`config.mk`:
```
export PLATFORM = sky130hd
export DESIGN_NAME = mac_array4_flat
export DESIGN_NICKNAME = d
export VERILOG_FILES = /design/src/rtl/mac_array4_if.sv /design/src/rtl/mac_array4.sv /design/src/flat_wrapper.sv
export SDC_FILE = /design/constraint.sdc
export NUM_CORES = 1
export LEC_CHECK = 0
export BUFFER_PORTS_ARGS = -buffer_cell sky130_fd_sc_hd__buf_2
export CAP_MARGIN = 10
export CELL_PAD_IN_SITES_DETAIL_PLACEMENT = 0
export CELL_PAD_IN_SITES_GLOBAL_PLACEMENT = 1
export CORE_UTILIZATION = 31
export CTS_BUF_LIST = sky130_fd_sc_hd__clkbuf_16
export CTS_CLUSTER_SIZE = 28
export DETAILED_ROUTE_END_ITERATION = 8
export PLACE_DENSITY = 0.55
export RECOVER_POWER = 100
export SETUP_SLACK_MARGIN = 0.5
export SYNTH_ARGS = -nofsm -noshare
export SYNTH_HDL_FRONTEND = slang
export SYNTH_SLANG_ARGS = --single-unit
```
`constraint.sdc`:
```
create_clock -name clk -period 6.4 [get_ports clk]
set_input_delay 0.32 -clock clk [delete_from_list [all_inputs] [get_ports clk]]
set_output_delay 0.32 -clock clk [all_outputs]
set_load 0.01 [all_outputs]
```
`src/rtl/mac_array4_if.sv`:
```
// Bus bundle for mac_array4: A/B term inputs, start pulse, dot-product results and schedule outputs.
// The master side drives terms and start; the slave side (the MAC array) returns results.
interface mac_array4_if;
  logic               start;
  logic signed [7:0]  a_in;
  logic signed [7:0]  b_in1;
  logic signed [7:0]  b_in2;
  logic signed [7:0]  b_in3;
  logic signed [7:0]  b_in4;
  logic signed [18:0] mac_out1;
  logic signed [18:0] mac_out2;
  logic signed [18:0] mac_out3;
  logic signed [18:0] mac_out4;
  logic               out_valid;
  logic [10:0]        clock_count;
  logic               busy;
  logic               done;

  modport master (
    output start, a_in, b_in1, b_in2, b_in3, b_in4,
    input  mac_out1, mac_out2, mac_out3, mac_out4, out_valid, clock_count, busy, done
  );

  modport slave (
    input  start, a_in, b_in1, b_in2, b_in3, b_in4,
    output mac_out1, mac_out2, mac_out3, mac_out4, out_valid, clock_count, busy, done
  );
endinterface

```
`src/rtl/mac_array4.sv`:
```
// Four-lane signed MAC: broadcast A element times per-lane B element, DOT_LEN-term dot products,
// plus the clock_count schedule that the downstream serializer keys its slots to.
//
// state   | meaning
// --------+-----------------------------------------------------------
// S_IDLE  | waiting for start; inputs ignored, clock_count holds
// S_RUN   | sampling one term per cycle, publishing every DOT_LEN terms
// S_DRAIN | clock_count keeps counting DRAIN cycles for downstream flush
module mac_array4 #(
  parameter int DOT_LEN    = 8,
  parameter int NUM_GROUPS = 16,
  parameter int DRAIN      = 8
) (
  input  logic        clk,
  input  logic        rst_n,
  mac_array4_if.slave bus
);
  localparam int TW = $clog2(DOT_LEN);
  localparam int GW = $clog2(NUM_GROUPS);
  localparam int DW = $clog2(DRAIN + 1);

  typedef enum logic [1:0] {S_IDLE, S_RUN, S_DRAIN} state_t;

  state_t             state_q, state_d;
  logic signed [18:0] acc_q [4];
  logic signed [18:0] acc_d [4];
  logic signed [18:0] mac_q [4];
  logic signed [18:0] mac_d [4];
  logic signed [15:0] p16   [4];
  logic signed [18:0] prod  [4];
  logic signed [7:0]  b_lane[4];
  logic [TW-1:0]      term_q, term_d;
  logic [GW-1:0]      grp_q, grp_d;
  logic [DW-1:0]      drain_q, drain_d;
  logic [10:0]        cc_q, cc_d;
  logic               valid_q, valid_d;
  logic               done_q, done_d;

  assign b_lane[0] = bus.b_in1;
  assign b_lane[1] = bus.b_in2;
  assign b_lane[2] = bus.b_in3;
  assign b_lane[3] = bus.b_in4;

  // 8x8 signed product always fits 16 bits; sign-extend to accumulator width
  always_comb begin
    for (int i = 0; i < 4; i++) begin
      p16[i]  = 16'(bus.a_in) * 16'(b_lane[i]);
      prod[i] = 19'(p16[i]);
    end
  end

  always_comb begin
    state_d = state_q;
    acc_d   = acc_q;
    mac_d   = mac_q;
    term_d  = term_q;
    grp_d   = grp_q;
    drain_d = drain_q;
    cc_d    = cc_q;
    valid_d = 1'b0;
    done_d  = done_q;
    case (state_q)
      S_IDLE: begin
        if (bus.start) begin
          state_d = S_RUN;
          cc_d    = '0;
          term_d  = '0;
          grp_d   = '0;
          done_d  = 1'b0;
          for (int i = 0; i < 4; i++) acc_d[i] = '0;
        end
      end
      S_RUN: begin
        cc_d = cc_q + 11'd1;
        if (term_q == TW'(DOT_LEN - 1)) begin
          for (int i = 0; i < 4; i++) begin
            mac_d[i] = acc_q[i] + prod[i];
            acc_d[i] = '0;
          end
          term_d  = '0;
          valid_d = 1'b1;
          if (grp_q == GW'(NUM_GROUPS - 1)) begin
            state_d = S_DRAIN;
            drain_d = DW'(DRAIN - 1);
          end else begin
            grp_d = grp_q + GW'(1);
          end
        end else begin
          for (int i = 0; i < 4; i++) acc_d[i] = acc_q[i] + prod[i];
          term_d = term_q + TW'(1);
        end
      end
      S_DRAIN: begin
        cc_d = cc_q + 11'd1;
        if (drain_q == '0) begin
          state_d = S_IDLE;
          done_d  = 1'b1;
        end else begin
          drain_d = drain_q - DW'(1);
        end
      end
      default: state_d = S_IDLE;
    endcase
  end

  always_ff @(posedge clk or negedge rst_n) begin
    if (!rst_n) begin
      state_q <= S_IDLE;
      for (int i = 0; i < 4; i++) begin
        acc_q[i] <= '0;
        mac_q[i] <= '0;
      end
      term_q  <= '0;
      grp_q   <= '0;
      drain_q <= '0;
      cc_q    <= '0;
      valid_q <= 1'b0;
      done_q  <= 1'b0;
    end else begin
      state_q <= state_d;
      acc_q   <= acc_d;
      mac_q   <= mac_d;
      term_q  <= term_d;
      grp_q   <= grp_d;
      drain_q <= drain_d;
      cc_q    <= cc_d;
      valid_q <= valid_d;
      done_q  <= done_d;
    end
  end

  assign bus.mac_out1    = mac_q[0];
  assign bus.mac_out2    = mac_q[1];
  assign bus.mac_out3    = mac_q[2];
  assign bus.mac_out4    = mac_q[3];
  assign bus.out_valid   = valid_q;
  assign bus.clock_count = cc_q;
  assign bus.busy        = (state_q == S_RUN) || (state_q == S_DRAIN);
  assign bus.done        = done_q;
endmodule

```
`src/flat_wrapper.sv`:
```
// flat-port wrapper written by rule: the top's interface ports become plain ports
module mac_array4_flat 
#(
  parameter int DOT_LEN    = 8,
  parameter int NUM_GROUPS = 16,
  parameter int DRAIN      = 8
)
  (clk, rst_n, bus_start, bus_a_in, bus_b_in1, bus_b_in2, bus_b_in3, bus_b_in4, bus_mac_out1, bus_mac_out2, bus_mac_out3, bus_mac_out4, bus_out_valid, bus_clock_count, bus_busy, bus_done);
  mac_array4_if bus_i ();
  input  logic clk;
  input  logic rst_n;
  input wire logic [$bits(bus_i.start)-1:0] bus_start;
  input wire logic [$bits(bus_i.a_in)-1:0] bus_a_in;
  input wire logic [$bits(bus_i.b_in1)-1:0] bus_b_in1;
  input wire logic [$bits(bus_i.b_in2)-1:0] bus_b_in2;
  input wire logic [$bits(bus_i.b_in3)-1:0] bus_b_in3;
  input wire logic [$bits(bus_i.b_in4)-1:0] bus_b_in4;
  output wire logic [$bits(bus_i.mac_out1)-1:0] bus_mac_out1;
  output wire logic [$bits(bus_i.mac_out2)-1:0] bus_mac_out2;
  output wire logic [$bits(bus_i.mac_out3)-1:0] bus_mac_out3;
  output wire logic [$bits(bus_i.mac_out4)-1:0] bus_mac_out4;
  output wire logic [$bits(bus_i.out_valid)-1:0] bus_out_valid;
  output wire logic [$bits(bus_i.clock_count)-1:0] bus_clock_count;
  output wire logic [$bits(bus_i.busy)-1:0] bus_busy;
  output wire logic [$bits(bus_i.done)-1:0] bus_done;
  assign bus_i.start = bus_start;
  assign bus_i.a_in = bus_a_in;
  assign bus_i.b_in1 = bus_b_in1;
  assign bus_i.b_in2 = bus_b_in2;
  assign bus_i.b_in3 = bus_b_in3;
  assign bus_i.b_in4 = bus_b_in4;
  assign bus_mac_out1 = bus_i.mac_out1;
  assign bus_mac_out2 = bus_i.mac_out2;
  assign bus_mac_out3 = bus_i.mac_out3;
  assign bus_mac_out4 = bus_i.mac_out4;
  assign bus_out_valid = bus_i.out_valid;
  assign bus_clock_count = bus_i.clock_count;
  assign bus_busy = bus_i.busy;
  assign bus_done = bus_i.done;
  mac_array4 #(.DOT_LEN(DOT_LEN), .NUM_GROUPS(NUM_GROUPS), .DRAIN(DRAIN)) u_core (.clk(clk), .rst_n(rst_n), .bus(bus_i));
endmodule
```
Word level (Yosys, flattened, before mapping)
Cells that the tools add are included.
W data, S select, Z words.
{"block": "word_totals", "ff_bits": 178, "latch_bits": 0, "ram_bits": 0, "mem_bits_ro": 0, "out_inout_bits": 90, "word_cells": 78, "memories": 0}
{"block": "classes", "addsub": 8, "mul": 4, "n_div": 0, "order_cmp": 0, "n_eq_ne": 10, "shifts": 0, "muxes": 26, "n_bitwise": 0, "n_reduce_logical": 15}
{"cell": "$mux W76", "n": 2}
{"cell": "$pmux W76 S2", "n": 1}
{"cell": "$add A19 B16 Y19", "n": 4}
{"cell": "$mul A8 B8 Y16", "n": 4}
{"cell": "$mux W4", "n": 6}
{"cell": "$pmux W11 S2", "n": 1}
{"cell": "$pmux W4 S2", "n": 2}
{"cell": "$reduce_and A4 Y1", "n": 3}
{"cell": "$add A11 B1 Y11 const B", "n": 1}
{"cell": "$mux W11", "n": 1}
{"cell": "$mux W2", "n": 4}
{"cell": "$reduce_bool A2 Y1", "n": 4}
{"cell": "$mux W3", "n": 2}
{"cell": "$ne A2 B1 Y1 const B", "n": 3}
{"cell": "$ne A2 B2 Y1 const B", "n": 3}
{"cell": "$pmux W2 S3", "n": 1}
{"cell": "$pmux W3 S2", "n": 1}
{"cell": "$reduce_and A2 Y1", "n": 3}
{"cell": "$add A4 B1 Y4 const B", "n": 1}
{"cell": "$eq A4 B4 Y1 const B", "n": 1}
{"cell": "$logic_not A4 Y1", "n": 1}
{"cell": "$mux W1", "n": 4}
{"cell": "$sub A4 B1 Y4 const B", "n": 1}
{"cell": "$add A3 B1 Y3 const B", "n": 1}
{"cell": "other kinds (8)", "n": 8}

Logic depth before layout (Yosys ltp)
{"block": "logic_depth", "word_depth": 4, "depth_mapped": 18, "depth_no_buf": 17}

Least setup slack after synthesis
Ideal clock, no wire load.
{"block": "synth_path", "path_type": "input to register", "from": "input port bus_a_in[7]", "to": "register u_core.acc_q[13] in the netlist's numbering", "t_arrival_ns": 5.245, "required_ns": 6.278, "path_slack_ns": 1.033, "stages": 16, "n_path_buf": 1, "path_cell_list": "clkbuf_1 and2_1 inv_1 fa_1 inv_1 fa_1 fa_1 fa_1 fa_1 ha_1 a21o_1 a21oi_2 a21oi_1 o31a_1 or3_1 a32o_1"}
{"block": "synth_via", "elab_chain_cells": 4}
{"item": "start, declared", "line": "flat_wrapper.sv:13", "text": "input wire logic [$bits(bus_i.a_in)-1:0] bus_a_in;"}
{"item": "$mul A8 B8 Y16", "line": "mac_array4.sv:47", "text": "p16[i] = 16'(bus.a_in) * 16'(b_lane[i]);"}
{"item": "$add A19 B16 Y19", "line": "mac_array4.sv:89", "text": "for (int i = 0; i < 4; i++) acc_d[i] = acc_q[i] + prod[i];"}
{"item": "$mux W76", "line": "mac_array4.sv:75", "text": "if (term_q == TW'(DOT_LEN - 1)) begin"}
{"item": "$pmux W76 S2", "line": "mac_array4.sv:62", "text": "case (state_q)"}
{"item": "end signal, assigned by index", "line": "mac_array4.sv:110", "text": "acc_q[i] <= '0;"}
{"item": "end signal, assigned", "line": "mac_array4.sv:121", "text": "acc_q <= acc_d;"}
{"item": "end, declared", "line": "mac_array4.sv:25", "text": "logic signed [18:0] acc_q [4];"}
No other way between the ends.
A chain may end at the register's enable or synchronous reset.

Final worst setup path
{"block": "layout_path", "from": "input port bus_a_in[7]", "to": "register u_core.mac_q (netlist bit u_core.bus.mac_out3[17])"}
{"block": "layout_via", "elab_chain_cells": 2}
{"item": "$mul A8 B8 Y16", "line": "mac_array4.sv:47"}
{"item": "$add A19 B16 Y19", "line": "mac_array4.sv:77", "text": "mac_d[i] = acc_q[i] + prod[i];"}
{"item": "end signal, assigned", "line": "mac_array4.sv:122", "text": "mac_q <= mac_d;"}
{"item": "end, declared", "line": "mac_array4.sv:27", "text": "logic signed [18:0] mac_q [4];"}
No other way between the ends.

==> impl_metrics.env <==
export IMPL_status="finished, violations left"
export IMPL_violations="max-capacitance violations, max-slew violations"
export IMPL_yosysWarnings=0
export IMPL_ant_nets=0
export IMPL_slew_headroom_pct=-213.0
export IMPL_maxCapViolCount=4
export IMPL_path_clk_slew_ns=0.09
export IMPL_numCtsBuffers=17
export IMPL_syn_inst=1943
export IMPL_clockBufferDepth=2
export IMPL_slew_viol_final=211
export IMPL_end_kind="flop"
export IMPL_drt_iter0_drc=545
export IMPL_synthTopCellsByCount="inv_1 (361), fa_1 (336), ha_1 (184), dfrtp_1 (178), nand2_1 (174)"
export IMPL_hold_viol=0
export IMPL_critPathKind="in -> reg"
export IMPL_pin_count=133
export IMPL_worst_pin_slew_ns=4.695
export IMPL_drc=0
export IMPL_place_ws_ns=0.5275
export IMPL_synth_most_common_cell="inv_1"
export IMPL_finalClockSkew_ns=0.01647
export IMPL_final_layout_size_suffix_gt1_share_pct=7.729
export IMPL_cts_sinks=178
export IMPL_critPathSlowestCell="and2_0"
export IMPL_yosysTopAreaCellShare_pct=33.06
export IMPL_fmaxAchievable_mhz=179.4
export IMPL_routed_wirelength_um=50070
export IMPL_htreeDepth=4
export IMPL_period_share_pct=87.11
export IMPL_num_rows=93
export IMPL_clkLatencyLatePin_ns=0.50
export IMPL_fin_crit_ns=5.575
export IMPL_start_util_pct=31.45
export IMPL_die_h_um=258.2
export IMPL_worstPathRequired_ns=6.62
export IMPL_fin_ws_ns=0.8249
export IMPL_area_growth_pct=10.83
export IMPL_ys_flop_type="dfrtp_1"
export IMPL_grt_pass1_wl_um=83970
export IMPL_path_common_cell="fa_1"
export IMPL_grt_setup_unrepaired="false"
export IMPL_whs_ns=0.1447
export IMPL_portBuffers=132
export IMPL_cp_max_fo=27
export IMPL_hpwlAfterDp_um=39190
export IMPL_syn_area_um2=20350
export IMPL_vias_per_cell=4.640
export IMPL_synth_fp_nets=2506
export IMPL_cts_tree="done"
export IMPL_grt_max_degree=94
export IMPL_final_setup_tns_ns=0
export IMPL_wl_per_cell_um=17.11
export IMPL_synth_edff_count=0
export IMPL_cp_arrival_ns=5.79
export IMPL_dieWidth_um=258.2
export IMPL_dr_pass1_iters=5
export IMPL_core_area_um2=64700
export IMPL_clockRootBuffer="clkbuf_16"
export IMPL_final_nets=2620
export IMPL_syn_area_per_cell_um2=10.47
export IMPL_crit_chain="buf_2, and2_0, fa_1, fa_1, fa_1, fa_1, ha_1, ha_1, and3_1, a221o_1, a21o_1, a311oi_1, mux2i_1, o21ai_0"
export IMPL_setup_violations=0
export IMPL_fillers=6693
export IMPL_die_area_um2=66660
export IMPL_placed_cells=2892
export IMPL_synthDistinctLibCells=55
export IMPL_vias=13577
export IMPL_start_kind="primary input"
export IMPL_synth_area_leaders="fa_1 (33%), dfrtp_1 (22%), ha_1 (11%)"
export IMPL_synth_seq_area_share_pct=21.89
export IMPL_max_stage_delay_ns=0.87
export IMPL_grt_util_all_layers_pct=16.25
export IMPL_antenna_found_initial=4
export IMPL_synth_async_reset_ratio_pct=100.0
export IMPL_yosys_area_top_type="fa_1"
export IMPL_fin_cells=2926
export IMPL_grt_pass1_vias=15239
export IMPL_grt_ovfl_total=0
export IMPL_hp_class="in -> reg"
export IMPL_cts_resized=0
export IMPL_synth_seq_cells=178
export IMPL_place_congestion=0.7751
-- layout by cell type, fill, tap and decap left out, types with 6 or more instances in the layout --
master,instances
o22ai_1,7
o21ai_0,65
a21oi_1,40
o21bai_1,8
clkbuf_1,93
buf_4,15
and2_1,130
o21a_1,12
dfrtp_1,178
xor2_1,28
nand4_1,9
xnor2_1,60
or3_1,10
nand2_1,173
mux2i_1,6
nor3_1,12
a21o_1,22
ha_1,184
mux2_2,61
clkbuf_16,17
inv_1,362
clkinv_8,7
a22o_1,46
nor2_1,56
fa_1,336
buf_2,41
o31ai_1,7
-- sequential cells by signal (all words and copies together), names as in the netlist --
| name | count |
|---|---|
| u_core.grp_q | 4 |
| u_core.bus.mac_out4 | 19 |
| u_core.bus.mac_out2 | 19 |
| u_core.drain_q | 4 |
| u_core.bus.mac_out3 | 19 |
| u_core.bus.done | 1 |
| u_core.state_q | 2 |
| u_core.bus.out_valid | 1 |
| u_core.term_q | 3 |
| u_core.bus.mac_out1 | 19 |
| u_core.acc_q | 76 |
| u_core.bus.clock_count | 11 |
-- repair_timing --
item | CTS | global route
buffers inserted | 0 | 0
endpoints found under the hold margin | 92 | 0
setup endpoints to repair | 0 | 0
hold buffers | 1 | 0
-- logic make-up (layout without fill, tap and decap cells) --
logic type / after synthesis / after routing / synth area share, %
AOI/OAI and AO/OA: 247 / 247 / 8.345
muxes: 68 / 68 / 3.745
other: 0 / 1 / 0
buffers and inverters: 423 / 550 / 7.853
DFF: 178 / 178 / 21.89
and+or+nand+nor: 419 / 419 / 9.999
adders and majority gates: 520 / 520 / 44.38
xor gates and xnor gates: 88 / 88 / 3.788
-- final cells by class --
type | count | area (µm²) | area share, %
Antenna cell | 1 | 2.502 | 0.01110
Sequential cell | 178 | 4454 | 19.75
Inverter | 366 | 1374 | 6.093
Clock buffer | 17 | 425.4 | 1.887
Multi-Input combinational cell | 1342 | 14300 | 63.42
Tap cell | 855 | 1070 | 4.744
Timing Repair Buffer | 152 | 706.9 | 3.135
Clock inverter | 15 | 215.2 | 0.9544
-- worst max-delay path, delay by kind of cell --
kind / cells / cell delay (ns)
AND/OR/NAND/NOR: 2 / 1.08
adder cells (fa/ha/maj): 6 / 2.72
buffers and inverters: 1 / 0.47
AO/OA/AOI/OAI: 4 / 0.89
multiplexers: 1 / 0.28
-- path summary, 6_finish.rpt --
| kind | start | cells past startpoint | endpoint | slack (ns) |
|---|---|---|---|---|
| max | bus_a_in[7] | 14 | u_core.bus.mac_out3[17]$_DFFE_PN0P_ | 0.82 |
| min | bus_start | 4 | u_core.grp_q[3]$_DFFE_PN0P_ | 0.14 |
| max reg2reg | u_core.state_q[0]$_DFFE_PN0P_ | 9 | u_core.grp_q[0]$_DFFE_PN0P_ | 1.19 |
| min reg2reg | u_core.bus.mac_out2[12]$_DFFE_PN0P_ | 2 | u_core.bus.mac_out2[12]$_DFFE_PN0P_ | 0.49 |
| max in group asynchronous | rst_n | 2 | u_core.acc_q[2]$_DFFE_PN0P_ | 1.47 |
| min in group asynchronous | rst_n | 2 | u_core.acc_q[74]$_DFFE_PN0P_ | 2.20 |
-- routing by layer --
| layer | track usage (%) | wire length, µm |
|---|---|---|
| met5 | 0 | 53 |
| met4 | 3.879 | 583 |
| met3 | 2.739 | 1422 |
| met2 | 26.83 | 24010 |
| met1 | 22.14 | 24000 |
-- through the flow --
step,instance area [µm²],utilization (%)
6_report,22550,34.85
5_1_grt,22550,34.85
4_1_cts,22690,35.07
3_5_place_dp,22040,34.06
3_3_place_gp,22040,34.06
2_1_floorplan,20350,-
Power is not shown: default switching activity piles up to over one toggle a cycle in this logic, so the estimate is an artifact.
